$ cat config.mk
export PLATFORM = sky130hd
export DESIGN_NAME = clock_set_ctrl
export DESIGN_NICKNAME = d
export VERILOG_FILES = /design/src/rtl/clock_set_pkg.sv /design/src/rtl/btn_edge.sv /design/src/rtl/clock_set_ctrl.sv
export SDC_FILE = /design/constraint.sdc
export NUM_CORES = 1
export LEC_CHECK = 0
export ABC_AREA = 1
export BUFFER_PORTS_ARGS = -buffer_cell sky130_fd_sc_hd__clkbuf_2
export CAP_MARGIN = 40
export CORE_UTILIZATION = 50
export DETAILED_ROUTE_END_ITERATION = 8
export PLACE_DENSITY = 0.76
export SLEW_MARGIN = 40
export SYNTH_ARGS = -nofsm -noshare
export SYNTH_HDL_FRONTEND = slang
export SYNTH_SLANG_ARGS = --single-unit
$ cat constraint.sdc
create_clock -name clock -period 2.3 [get_ports clock]
set_input_delay 0.115 -clock clock [delete_from_list [all_inputs] [get_ports clock]]
set_output_delay 0.115 -clock clock [all_outputs]
set_load 0.05 [all_outputs]
$ cat src/rtl/clock_set_pkg.sv
// clock_set_pkg: shared mode encoding, BCD limits, blank masks and BCD helpers
// for the clock_set_ctrl MM:SS clock.
package clock_set_pkg;

    typedef enum logic [1:0] {
        RUN     = 2'd0,
        PAUSE   = 2'd1,
        SET_MIN = 2'd2,
        SET_SEC = 2'd3
    } mode_t;

    localparam logic [3:0] MAX_TENS  = 4'd5;
    localparam logic [3:0] MAX_ONES  = 4'd9;
    localparam logic [3:0] BLANK_MIN = 4'b1100;
    localparam logic [3:0] BLANK_SEC = 4'b0011;

    // One two-digit BCD field (minutes or seconds), range 00..59.
    typedef struct packed {
        logic [3:0] tens;
        logic [3:0] ones;
    } bcd_pair_t;

    // Increment a 00..59 BCD pair, wrapping 59 -> 00.
    function automatic bcd_pair_t bcd_inc(input bcd_pair_t v);
        bcd_pair_t r;
        r = v;
        if (v.ones == MAX_ONES) begin
            r.ones = 4'd0;
            r.tens = (v.tens == MAX_TENS) ? 4'd0 : v.tens + 4'd1;
        end else begin
            r.ones = v.ones + 4'd1;
        end
        return r;
    endfunction

    // True when the pair is at 59, i.e. the next increment wraps.
    function automatic logic bcd_is_max(input bcd_pair_t v);
        return (v.tens == MAX_TENS) && (v.ones == MAX_ONES);
    endfunction

    // Mode sequence stepped by each mode-button press.
    function automatic mode_t next_mode(input mode_t m);
        mode_t r;
        case (m)
            RUN:     r = PAUSE;
            PAUSE:   r = SET_MIN;
            SET_MIN: r = SET_SEC;
            default: r = RUN;
        endcase
        return r;
    endfunction

endpackage

$ cat src/rtl/btn_edge.sv
// btn_edge: synchronizes one raw button and emits a one-cycle registered
// press pulse on its rising edge. SYNC_STAGES must be at least 2.
module btn_edge #(
    parameter int SYNC_STAGES = 2
) (
    input  logic clock,
    input  logic reset,
    input  logic raw,
    output logic press
);

    logic [SYNC_STAGES-1:0] sync_q;
    logic                   prev_q;

    // Shift the raw level through the synchronizer and flag its 0->1 transition.
    always_ff @(posedge clock or posedge reset) begin
        if (reset) begin
            // NOTE: presetting the chain and edge flop to 1 makes a button held through reset release look like "no edge".
            sync_q <= '1;
            prev_q <= 1'b1;
            press  <= 1'b0;
        end else begin
            // NOTE: non-blocking so every flop samples its neighbour's pre-edge value; blocking would collapse the chain.
            sync_q <= {sync_q[SYNC_STAGES-2:0], raw};
            prev_q <= sync_q[SYNC_STAGES-1];
            press  <= sync_q[SYNC_STAGES-1] & ~prev_q;
        end
    end

endmodule

$ cat src/rtl/clock_set_ctrl.sv
// clock_set_ctrl: MM:SS BCD clock with RUN / PAUSE / SET_MIN / SET_SEC modes,
// stepped by a mode button and adjusted by an increment button.
// Optional macro CLOCK_SET_CTRL_BLINK_EN enables blinking of the digits being set;
// without it blank is tied to zero.
module clock_set_ctrl
    import clock_set_pkg::*;
#(
    parameter int SYNC_STAGES = 2
) (
    input  logic       clock,
    input  logic       reset,
    input  logic       tick,
    input  logic       btn_mode,
    input  logic       btn_inc,
    output logic [3:0] sec_ones,
    output logic [3:0] sec_tens,
    output logic [3:0] min_ones,
    output logic [3:0] min_tens,
    output logic [1:0] mode,
    output logic [3:0] blank
);

    logic      mode_press;
    logic      inc_press;
    mode_t     state_q, state_d;
    bcd_pair_t sec_q, sec_d;
    bcd_pair_t min_q, min_d;

    btn_edge #(.SYNC_STAGES(SYNC_STAGES)) u_mode_btn (
        .clock (clock),
        .reset (reset),
        .raw   (btn_mode),
        .press (mode_press)
    );

    btn_edge #(.SYNC_STAGES(SYNC_STAGES)) u_inc_btn (
        .clock (clock),
        .reset (reset),
        .raw   (btn_inc),
        .press (inc_press)
    );

    // Next mode and next digits, every action decided from the pre-edge mode.
    always_comb begin
        // NOTE: defaults first so no branch leaves a variable unassigned, which would infer a latch.
        state_d = state_q;
        sec_d   = sec_q;
        min_d   = min_q;
        if (mode_press) begin
            state_d = next_mode(state_q);
        end
        case (state_q)
            RUN: begin
                if (tick) begin
                    sec_d = bcd_inc(sec_q);
                    if (bcd_is_max(sec_q)) begin
                        min_d = bcd_inc(min_q);
                    end
                end
            end
            SET_MIN: if (inc_press) min_d = bcd_inc(min_q);
            SET_SEC: if (inc_press) sec_d = bcd_inc(sec_q);
            default: ;
        endcase
    end

    // Mode and digit registers.
    always_ff @(posedge clock or posedge reset) begin
        if (reset) begin
            state_q <= RUN;
            sec_q   <= '0;
            min_q   <= '0;
        end else begin
            state_q <= state_d;
            sec_q   <= sec_d;
            min_q   <= min_d;
        end
    end

    assign sec_ones = sec_q.ones;
    assign sec_tens = sec_q.tens;
    assign min_ones = min_q.ones;
    assign min_tens = min_q.tens;
    assign mode     = state_q;

`ifdef CLOCK_SET_CTRL_BLINK_EN
    logic       phase_q, phase_d;
    logic [3:0] blank_q, blank_d;
    logic       entering_set;

    assign entering_set = (state_d != state_q) && (state_d == SET_MIN || state_d == SET_SEC);

    // Blink phase toggles per tick while setting and restarts on entering a set mode.
    always_comb begin
        phase_d = phase_q;
        if (entering_set) begin
            phase_d = 1'b0;
        end else if (tick && (state_q == SET_MIN || state_q == SET_SEC)) begin
            phase_d = ~phase_q;
        end
        blank_d = '0;
        if (phase_d && state_d == SET_MIN) begin
            blank_d = BLANK_MIN;
        end else if (phase_d && state_d == SET_SEC) begin
            blank_d = BLANK_SEC;
        end
    end

    // Phase and blank registers.
    always_ff @(posedge clock or posedge reset) begin
        if (reset) begin
            phase_q <= 1'b0;
            blank_q <= '0;
        end else begin
            phase_q <= phase_d;
            blank_q <= blank_d;
        end
    end

    assign blank = blank_q;
`else
    assign blank = 4'b0000;
`endif

endmodule

==> flow_metrics.tcl <==
set metrics [dict create \
    status "complete, no violations" \
    startpoint_type "flop" \
    avgSynthCellArea_sq_um 8.44 \
    place_hpwl_mm 1.76 \
    via_per_inst 5.00 \
    finalHoldViolations 0 \
    start_util_pct 53.5 \
    rrSetupSlack_ns 0.78 \
    leakage_nw 0.834 \
    setup_ws_ns 0.783 \
    synth_area_leaders "dfrtp_1 (37%), nand2_1 (13%), dfstp_2 (12%)" \
    gp_congestion 0.798 \
    io_pins 27 \
    cts_buffers 3 \
    hold_path_class "in2reg" \
    rr_endpoint "sec_ones[0]" \
    cellPowerDensity_mw_per_mm2 1440 \
    r2r_start "mode[1]" \
    core_area_sq_mm 0.00252 \
    grt_overflow_total 0 \
    min-delay-start "tick" \
    drt-total-wl_mm 2.34 \
    pre_cts_slack_ns 0.800 \
    yosys_warnings 0 \
    cts_resized 0 \
    drt_iter0_markers 12 \
    setup_viol 0 \
    synth_top_area_share_pct 37.1 \
    firstDrtPassIters 4 \
    max_freq_mhz 659 \
    cts.sink_count 26 \
    seq_area_frac_synth_pct 48.7 \
    die_w_um 54.0 \
    utilization_pct 61.6 \
    ys_ff_latch 26 \
    grt_setup_unrepaired "false" \
    postLayoutCellArea_sq_mm 0.00155 \
    reg2reg_depth 9 \
    final_nets 196 \
    n_fill_cell 221 \
    syn2layout_area_growth_pct 15.1 \
    arrival_ns 1.74 \
    synth_cells 160 \
    yosys.area.top_type "dfrtp_1" \
    wl_per_cell_um 10.8 \
    antenna_cells 0 \
    path_class "reg2reg" \
    dp.cells 210 \
    drv_cap 0 \
    timing.hold.worst_endpoint "sec_ones[3]" \
    grt_max_degree 27 \
    dpl-instance-area_sq_mm 0.00147 \
    crit_fanout 6 \
    skew_ns 0.000682 \
    cts-root-buf "clkbuf_4" \
    ir_drop_mv 1.03 \
    cts_htree_levels 1 \
    remaining_drc_errors 0 \
    finalCriticalPeriod_ns 1.52 \
    dieArea_sq_mm 0.00291 \
    chipHeight_um 54.0 \
    row_count 18 \
    grt_usage_pct 18.2 \
    whs_ns 0.286 \
    grt_pass1_vias 882 \
    insertion_delay_ns 0.32 \
    hold_depth 6 \
    layout-drive-gt1-share_pct 24.6 \
    drtAntennaViolNets 0 \
    syn_area_sq_mm 0.00135 \
    synthDistinctLibCells 23 \
    num_vias 1085 \
    end_kind "flop" \
    critPathRequiredTime_ns 2.53 \
    grt_pass1_wl_mm 3.65 \
    maxSlewHeadroom_pct 64.9 \
    port_buffers 22 \
    cts_tree "built" \
    final_cells 217 \
    clockBufferDepth 2 \
    final_max_slew_viol_count 0 \
    antenna_found_initial 0 \
    finalPower_mw 2.25 \
    period_share_pct 66.0 \
    fin_setup_tns_ns 0 \
    clk_pin_slew_ns 0.14 \
    cts_setup_buffers 0 \
    worst_pin_slew_ns 0.526 \
]
[sequential cells by signal, summed over array words and instances (netlist names)]
| register | cells |
|---|---|
| sec_ones | 4 |
| u_inc_btn.press | 1 |
| u_mode_btn.prev_q | 1 |
| u_mode_btn.press | 1 |
| mode | 2 |
| u_inc_btn.sync_q | 2 |
| sec_tens | 4 |
| min_ones | 4 |
| u_mode_btn.sync_q | 2 |
| min_tens | 4 |
| u_inc_btn.prev_q | 1 |
[cells in the mapped netlist]
| cell | instances |
|---|---|
| nand4_1 | 8 |
| nand2_1 | 45 |
| nand2_4 | 2 |
| inv_1 | 23 |
| ha_1 | 3 |
| dfstp_2 | 6 |
| dfrtp_1 | 20 |
| or2_2 | 1 |
| nand3_2 | 1 |
| o21ai_2 | 2 |
| nor2_8 | 2 |
| o21ai_0 | 3 |
| inv_2 | 2 |
| nand3_1 | 10 |
| o21bai_1 | 1 |
| nand2_2 | 2 |
| a21boi_0 | 1 |
| nor2_4 | 1 |
| nor2_1 | 13 |
| conb_1 | 1 |
| xor2_1 | 3 |
| buf_4 | 5 |
| o21ai_1 | 5 |
[final cells by class]
type                       count  area, sq um  share of cell area, %
multi-input combinational    107          572                   36.8
sequential                    26          658                   42.4
clock buffer                   3         22.5                   1.45
clock inverter                 1         30.0                   1.93
inverter                      25         93.8                   6.04
timing repair buffer          25          140                   9.02
tap                           30         37.5                   2.42
[power by group]
| group | switching [mW] | total, mW | internal, mW | leakage (nW) |
|---|---|---|---|---|
| clock network | 0.135 | 0.311 | 0.176 | 0.0279 |
| registers | 0.146 | 0.733 | 0.587 | 0.316 |
| logic | 0.896 | 1.20 | 0.305 | 0.490 |
[what timing repair did]
item                                    in CTS  in global routing
hold endpoints to repair                    22                  0
endpoints found under the setup margin       0                  0
hold buffers                                 3                  0
[worst max-delay path by stage]
| stage | from | end | slack [ns] |
|---|---|---|---|
| after floorplan | mode[0] | sec_tens[1] | 0.58 |
| after global placement | mode[1] | sec_tens[1] | 0.86 |
| after detailed placement | mode[1] | sec_tens[1] | 0.80 |
| after CTS | mode[1] | sec_ones[0] | 0.77 |
| after global routing | mode[1] | sec_tens[1] | 0.63 |
| final | mode[1] | sec_ones[0] | 0.78 |
[worst max-delay path, stage by stage, from the launching register on]
cell	delay [ns]
dfrtp_1	0.44
inv_1	0.09
ha_1	0.22
inv_2	0.09
nor2_4	0.18
inv_2	0.06
nand2_4	0.12
inv_1	0.07
nor2_1	0.09
nor2_1	0.05
[cells in the final DEF, fill, tap and decap left out, drive strengths merged]
cell / instances
dfstp: 6
dlygate4sd3: 3
a21boi: 1
nor2: 16
conb: 4
bufinv: 1
clkbuf: 25
ha: 3
nand3: 11
xor2: 3
nand2: 49
o21ai: 10
dfrtp: 20
inv: 25
o21bai: 1
nand4: 8
or2: 1
[cell families after synthesis]
family / share of synthesized area (%)
and+or+nand+nor: 31.1
buffers and inverters: 9.73
DFF: 48.7
AOI/OAI and AO/OA: 5.38
xor gates and xnor gates: 1.95
adders and majority gates: 2.78
other: 0.278
[routing by layer]
| layer | vias up | part of all wire (%) | GRT usage, % |
|---|---|---|---|
| met4 | 0 | 3.9 | 11.8 |
| met1 | 510 | 44 | 20.8 |
| met3 | 8 | 3.3 | 3.95 |
| met5 | - | 0 | 0 |
| met2 | 23 | 49 | 30.2 |
| li1 | 544 | - | - |
(Power assumes the default switching activity.)
